$ cat src/rtl/lcd_timing_pkg.sv
// Shared types and panel timing presets for the LCD timing driver.
//   lcd_state_t  : top-level run/idle state
//   P800_* / P480_* : 800x480 and 480x272 panel presets (pclk / lines)
//   H_TOTAL, V_TOTAL, H_ACT_START, V_ACT_START : derived values for the 800x480 preset
package lcd_timing_pkg;

  typedef enum logic {ST_IDLE = 1'b0, ST_RUN = 1'b1} lcd_state_t;

  localparam int unsigned CNT_W = 11;

  // 800x480 preset
  localparam int unsigned P800_H_SYNC  = 128;
  localparam int unsigned P800_H_BACK  = 88;
  localparam int unsigned P800_H_DISP  = 800;
  localparam int unsigned P800_H_FRONT = 40;
  localparam int unsigned P800_V_SYNC  = 2;
  localparam int unsigned P800_V_BACK  = 33;
  localparam int unsigned P800_V_DISP  = 480;
  localparam int unsigned P800_V_FRONT = 10;

  // 480x272 preset
  localparam int unsigned P480_H_SYNC  = 41;
  localparam int unsigned P480_H_BACK  = 2;
  localparam int unsigned P480_H_DISP  = 480;
  localparam int unsigned P480_H_FRONT = 2;
  localparam int unsigned P480_V_SYNC  = 10;
  localparam int unsigned P480_V_BACK  = 2;
  localparam int unsigned P480_V_DISP  = 272;
  localparam int unsigned P480_V_FRONT = 2;

  function automatic int unsigned span_total(int unsigned s, int unsigned b,
                                             int unsigned d, int unsigned f);
    return s + b + d + f;
  endfunction

  localparam int unsigned H_TOTAL     = span_total(P800_H_SYNC, P800_H_BACK, P800_H_DISP, P800_H_FRONT);
  localparam int unsigned V_TOTAL     = span_total(P800_V_SYNC, P800_V_BACK, P800_V_DISP, P800_V_FRONT);
  localparam int unsigned H_ACT_START = P800_H_SYNC + P800_H_BACK;
  localparam int unsigned V_ACT_START = P800_V_SYNC + P800_V_BACK;

endpackage

$ cat src/rtl/lcd_timing_driver_counter.sv
// One timing axis (horizontal or vertical): a 0..TOTAL-1 wrapping counter
// with its sync and active-window decodes.
//   clear        : hold count at 0 (dominates cnt_en)
//   cnt_en       : advance one step
//   count        : current position
//   wrap         : count is at TOTAL-1
//   sync_n       : low during the first SYNC positions
//   active       : ACT_START <= count < ACT_START+ACT_LEN
//   active_early : the same window shifted one position earlier
module lcd_sync_counter
  import lcd_timing_pkg::*;
#(
  parameter int unsigned TOTAL     = 1056,
  parameter int unsigned SYNC      = 128,
  parameter int unsigned ACT_START = 216,
  parameter int unsigned ACT_LEN   = 800
) (
  input  logic             lcd_pclk,
  input  logic             rst_n,
  input  logic             clear,
  input  logic             cnt_en,
  output logic [CNT_W-1:0] count,
  output logic             wrap,
  output logic             sync_n,
  output logic             active,
  output logic             active_early
);

  localparam logic [CNT_W-1:0] LAST   = CNT_W'(TOTAL - 1);
  localparam logic [CNT_W-1:0] SYNC_W = CNT_W'(SYNC);
  localparam logic [CNT_W-1:0] A_LO   = CNT_W'(ACT_START);
  localparam logic [CNT_W-1:0] A_HI   = CNT_W'(ACT_START + ACT_LEN);
  // A zero ACT_START wraps E_LO to all-ones, which simply closes the early window.
  localparam logic [CNT_W-1:0] E_LO   = CNT_W'(ACT_START - 1);
  localparam logic [CNT_W-1:0] E_HI   = CNT_W'(ACT_START + ACT_LEN - 1);

  assign wrap = (count == LAST);

  always_ff @(posedge lcd_pclk or negedge rst_n) begin
    if (!rst_n)      count <= '0;
    else if (clear)  count <= '0;
    else if (cnt_en) count <= wrap ? '0 : count + 1'b1;
  end

  assign sync_n       = (count >= SYNC_W);
  assign active       = (count >= A_LO) && (count < A_HI);
  assign active_early = (count >= E_LO) && (count < E_HI);

endmodule

$ cat src/rtl/lcd_timing_driver.sv
// LCD timing generator and pixel-output stage.
// Generates request coordinates one cycle ahead of lcd_de so the upstream
// block's registered pixel_data lines up with the DE pixel, and drives the
// panel HS/VS/DE/RGB pins. Frames are never cut short: disp_en is only
// honoured at the end of a frame.
//   lcd_pclk, rst_n          : pixel clock, async active-low reset
//   disp_en                  : display enable (level)
//   pixel_data               : pixel returned by the upstream block
//   pixel_xpos/pixel_ypos    : requested column/row (0 outside the request)
//   h_disp/v_disp            : active size constants
//   data_req                 : pixel request, one cycle ahead of lcd_de
//   frame_start              : pulse at the first cycle of each frame
//   lcd_hs/lcd_vs/lcd_de/lcd_rgb : panel pins (syncs active low)
module lcd_timing_driver
  import lcd_timing_pkg::*;
#(
  parameter int unsigned H_SYNC  = P800_H_SYNC,
  parameter int unsigned H_BACK  = P800_H_BACK,
  parameter int unsigned H_DISP  = P800_H_DISP,
  parameter int unsigned H_FRONT = P800_H_FRONT,
  parameter int unsigned V_SYNC  = P800_V_SYNC,
  parameter int unsigned V_BACK  = P800_V_BACK,
  parameter int unsigned V_DISP  = P800_V_DISP,
  parameter int unsigned V_FRONT = P800_V_FRONT,
  parameter int unsigned WIDTH   = 24
) (
  input  logic             lcd_pclk,
  input  logic             rst_n,
  input  logic             disp_en,
  input  logic [WIDTH-1:0] pixel_data,
  output logic [10:0]      pixel_xpos,
  output logic [10:0]      pixel_ypos,
  output logic [10:0]      h_disp,
  output logic [10:0]      v_disp,
  output logic             data_req,
  output logic             frame_start,
  output logic             lcd_hs,
  output logic             lcd_vs,
  output logic             lcd_de,
  output logic [WIDTH-1:0] lcd_rgb
);

  localparam int unsigned H_TOT = span_total(H_SYNC, H_BACK, H_DISP, H_FRONT);
  localparam int unsigned V_TOT = span_total(V_SYNC, V_BACK, V_DISP, V_FRONT);
  localparam int unsigned H_ACT = H_SYNC + H_BACK;
  localparam int unsigned V_ACT = V_SYNC + V_BACK;

  // The request window starts at H_ACT-1, so it needs at least one cycle of
  // sync+back porch in front of it; counters are 11 bits wide.
  if (H_ACT < 1 || H_TOT > 2047 || V_TOT > 2047) begin : g_param_check
    $error("lcd_timing_driver: illegal timing parameters");
  end

  lcd_state_t state, state_nxt;
  logic run;

  logic [CNT_W-1:0] h_cnt, v_cnt;
  logic h_wrap, h_sync_n, h_active, h_early;
  logic v_wrap, v_sync_n, v_active, unused_v_early;

  assign run = (state == ST_RUN);

  lcd_sync_counter #(
    .TOTAL(H_TOT), .SYNC(H_SYNC), .ACT_START(H_ACT), .ACT_LEN(H_DISP)
  ) u_hcnt (
    .lcd_pclk(lcd_pclk), .rst_n(rst_n), .clear(!run), .cnt_en(1'b1),
    .count(h_cnt), .wrap(h_wrap), .sync_n(h_sync_n),
    .active(h_active), .active_early(h_early)
  );

  lcd_sync_counter #(
    .TOTAL(V_TOT), .SYNC(V_SYNC), .ACT_START(V_ACT), .ACT_LEN(V_DISP)
  ) u_vcnt (
    .lcd_pclk(lcd_pclk), .rst_n(rst_n), .clear(!run), .cnt_en(h_wrap),
    .count(v_cnt), .wrap(v_wrap), .sync_n(v_sync_n),
    .active(v_active), .active_early(unused_v_early)
  );

  always_ff @(posedge lcd_pclk or negedge rst_n) begin
    if (!rst_n) state <= ST_IDLE;
    else        state <= state_nxt;
  end

  always_comb begin
    state_nxt = state;
    case (state)
      ST_IDLE: if (disp_en) state_nxt = ST_RUN;
      ST_RUN:  if (h_wrap && v_wrap && !disp_en) state_nxt = ST_IDLE;
      default: state_nxt = ST_IDLE;
    endcase
  end

  always_comb begin
    lcd_hs      = 1'b1;
    lcd_vs      = 1'b1;
    lcd_de      = 1'b0;
    data_req    = 1'b0;
    frame_start = 1'b0;
    pixel_xpos  = '0;
    pixel_ypos  = '0;
    if (run) begin
      lcd_hs      = h_sync_n;
      lcd_vs      = v_sync_n;
      lcd_de      = h_active && v_active;
      data_req    = h_early && v_active;
      frame_start = (h_cnt == '0) && (v_cnt == '0);
      if (data_req) begin
        pixel_xpos = h_cnt - CNT_W'(H_ACT - 1);
        pixel_ypos = v_cnt - CNT_W'(V_ACT);
      end
    end
  end

  assign lcd_rgb = lcd_de ? pixel_data : '0;
  assign h_disp  = CNT_W'(H_DISP);
  assign v_disp  = CNT_W'(V_DISP);

endmodule

$ cat config.mk
export PLATFORM = sky130hd
export DESIGN_NAME = lcd_timing_driver
export DESIGN_NICKNAME = d
export VERILOG_FILES = /design/src/rtl/lcd_timing_pkg.sv /design/src/rtl/lcd_timing_driver_counter.sv /design/src/rtl/lcd_timing_driver.sv
export SDC_FILE = /design/constraint.sdc
export NUM_CORES = 1
export LEC_CHECK = 0
export ABC_AREA = 0
export CAP_MARGIN = 20
export CORE_MARGIN = 1
export CORE_UTILIZATION = 43
export DETAILED_ROUTE_END_ITERATION = 16
export PLACE_DENSITY_LB_ADDON = 0.08
export SLEW_MARGIN = 10
export SYNTH_ARGS = -nofsm -noshare
export SYNTH_HDL_FRONTEND = slang
export SYNTH_SLANG_ARGS = --single-unit
$ cat constraint.sdc
create_clock -name lcd_pclk -period 4 [get_ports lcd_pclk]
set_input_delay 1 -clock lcd_pclk [delete_from_list [all_inputs] [get_ports lcd_pclk]]
set_output_delay 1 -clock lcd_pclk [all_outputs]
set_load 0.1 [all_outputs]
==> results.tsv <==
stage	metric	value	unit
critical_path	crit_chain	or3_1, o32a_1, a2111o_2, buf_4, nor3_2, buf_12	
critical_path	required	3.00	ns
drt	viasPerCell	5.40	
synthesis	synth.area.top_cells	dfrtp_1 (24%), nor3_1 (8.1%), nor3_2 (7.7%), buf_4 (7.3%), xnor2_1 (7.1%)	
grt	grt_usage	23.8	%
synthesis	ys_seq_area_share	24.5	%
critical_path	cp_max_fo	32	
placed_design	port_buffers	77	
power	p_sw_share	47.2	%
timing	rsz0062_at_grt	no	
placed_design	gp_congestion	0.925	
synthesis	synth-edff-count	0	
drt	routedWlPerCell	14.7	um
placed_design	dpl.cell_count	441	
grt	grt_start_max_net_pins	33	
floorplan	initial_core_util	45.2	%
clock_network	cts_tree	built	
timing	fmax	256	MHz
floorplan	dieWidth	76.0	um
power	p_comb_share	44.9	%
synthesis	ys.flop_type	dfrtp_1	
grt	antenna_found_initial	0	
power	ir_worst_vdd	0.312	mV
drt	drc	0	
clock_network	cts.sinks	23	
critical_path	critPathKind	flop to output pin	
clock_network	clk_latency	0.27	ns
hold_path	min_from	u_hcnt.count[0]	
power	p_int	474	uW
synthesis	yosysWarnings	0	
floorplan	ioPinCount	100	
layout	layout-drive-gt1-share	31.4	%
placed_design	hpwl	5140	um
critical_path	path_buf_inv	2	
critical_path	cp_top_family	simple AND/OR/NAND/NOR gates	
critical_path	crit_path_start	u_vcnt.count[6]	
layout	instances_no_fill	446	
clock_network	cts_resized	0	
synthesis	synthMostInstantiatedCell	nor3_1	
status	outcome	finished clean	
grt	grt_pass1_wl	11300	um
critical_path	cpPeakStageDelay	0.49	ns
clock_network	path_clk_slew	0.08	ns
critical_path	crit_arrival	2.91	ns
power	power	898	uW
floorplan	die_y	76.0	um
clock_network	post-cts-setup-buffers	0	
layout	antenna_cells	0	
synthesis	ys_seq_elements	23	
floorplan	row_count	26	
clock_network	cts_hold_buf	0	
synthesis	synth_area_leader_cell	dfrtp_1	
power	clkPwrFrac	16.3	%
synthesis	synth_top_area_share	24.5	%
synthesis	synthCells	314	
timing	period_share	97.8	%
hold_path	hold_class	flop to flop	
layout	multi_input_area	1700	um2
critical_path	worst_setup_path_end_kind	output pin	
timing	fin_skew	0.00367	ns
grt	grt_pass1_vias	2255	
critical_path	cp-start-kind	flop	
timing	maxSlewHeadroom	40.7	%
power	power_switching	424	uW
power	power_density	231	nW/um2
power	seqPwrFrac	38.7	%
layout	seqCellArea	576	um2
synthesis	ys_top_cells_by_count	nor3_1 (38), inv_1 (37), buf_4 (23), dfrtp_1 (23)	
clock_network	clockBufferDepth	2	
clock_network	cts-htree-levels	1	
timing	worstMarginPinSlew	0.885	ns
synthesis	syn_area	2350	um2
power	p_leak	1.62	nW
drt	drtAntennaViolNets	0	
layout	final_nets	409	
drt	vias	2408	
run	cap_violations	0	
timing	hold_viol	0	
synthesis	syn_avg_cell_area	7.50	um2
layout	area_growth	65.4	%
floorplan	core_area	5200	um2
floorplan	dieArea	5770	um2
drt	wl	6560	um
timing	drv_slew	0	
timing	min_period	3.91	ns
timing	setup_violations	0	
drt	drt-initial-drc-count	98	
drt	dr.pass1.iters	7	
grt	gr-total-overflow	0	
synthesis	ys_async_sr_fraction	100	%
clock_network	cts_root_buf	clkbuf_8	
critical_path	reg2reg_from	u_vcnt.count[6]	
layout	fill_cells	397	
critical_path	cp_slowest_cell	or3_1	
clock_network	cts_buffers	3	
synthesis	synth.distinct_cells	46	
## worst register-to-register path: stages, from the launching register on
cell,delay [ns]
dfrtp_1,0.45
or3_1,0.49
o41a_1,0.60
nand2_1,0.31
o22ai_1,0.13
## layout by cell type, fill, tap and decap left out, drive strengths merged, types with 2 or more instances in the layout
cell type | synthesis | routed
buf | 30 | 61
nand4 | 5 | 5
conb | 2 | 22
o211ai | 5 | 5
a2111o | 2 | 2
ha | 5 | 5
clkdlybuf4s50 | 0 | 26
and3 | 3 | 3
nor3b | 2 | 2
nand3 | 14 | 14
clkbuf | 19 | 4
o31ai | 4 | 4
or4 | 2 | 2
a211oi | 2 | 2
o22ai | 4 | 4
mux2i | 3 | 3
or2 | 2 | 2
nand2 | 13 | 13
nand2b | 2 | 2
xor2 | 5 | 5
dfrtp | 23 | 23
a21oi | 9 | 9
nor2 | 19 | 19
o21ai | 6 | 6
nor3 | 56 | 56
inv | 37 | 37
xnor2 | 19 | 19
and2 | 3 | 3
a31oi | 4 | 4
or3 | 2 | 2
## power by group through the flow
stage                     sequential [mW]  combinational (mW)  clock [mW]
after floorplan                     0.280               0.398           0
after global placement              0.344               0.391           0
after detailed placement            0.349               0.398           0
after CTS                           0.345               0.402       0.149
after global routing                0.355               0.434       0.160
final                               0.348               0.403       0.147
## registers in the layout, summed over array words and instances (netlist names)
signal	cells
u_vcnt.count	11
u_hcnt.count	11
run	1
## metal layers
layer  vias up  global-route usage [%]  share of wire, %
met5         -                       0                 0
li1       1150                       -                 -
met3         4                    2.28               6.9
met4         0                    6.54               1.0
met2       126                    39.7                48
met1      1128                    32.9                44
## through the flow
step                cell area (um2)  setup WS, ns  TNS, ns  hold WS (ns)  utilization (%)
floorplan                      2680        -0.331    -9.42         0.510                -
global placement               3830         0.481        0         0.548             73.5
detailed placement             3830         0.380        0         0.565             73.5
CTS                            3870        0.0872        0         0.576             74.4
global route                   3890        0.0109        0         0.617             74.8
finish                         3890        0.0898        0         0.575             74.8
## cells by family (layout without fill, tap and decap cells)
group                      count (synthesis)  in the layout  share of synthesized area (%)
other                                      2             22                          0.319
adders and majority gates                  5              5                           2.66
xor gates and xnor gates                  24             24                           8.93
and+or+nand+nor                          129            129                           31.8
AOI/OAI and AO/OA                         42             42                           12.1
muxes                                      3              3                           1.28
buffers and inverters                     86            128                           18.5
DFF                                       23             23                           24.5
## worst paths after layout
path | cells after the start | to | slack, ns
worst max register to register | 4 | u_vcnt.count[1] | 1.89
worst min-delay path | 1 | u_hcnt.count[0] | 0.57
max in group asynchronous | 2 | u_vcnt.count[9] | 2.63
worst min register to register | 1 | u_hcnt.count[0] | 0.57
worst max-delay path | 6 | pixel_ypos[7] | 0.09
min in group asynchronous | 1 | u_vcnt.count[8] | 0.96
## final cells by class
type	instances	area share, %
inverters	37	3.57
multi-input cells	225	43.5
repair buffers	87	34.7
well taps	70	2.25
clock buffers	4	1.16
flip-flops and latches	23	14.8
Power figures use the tool's default switching activity.
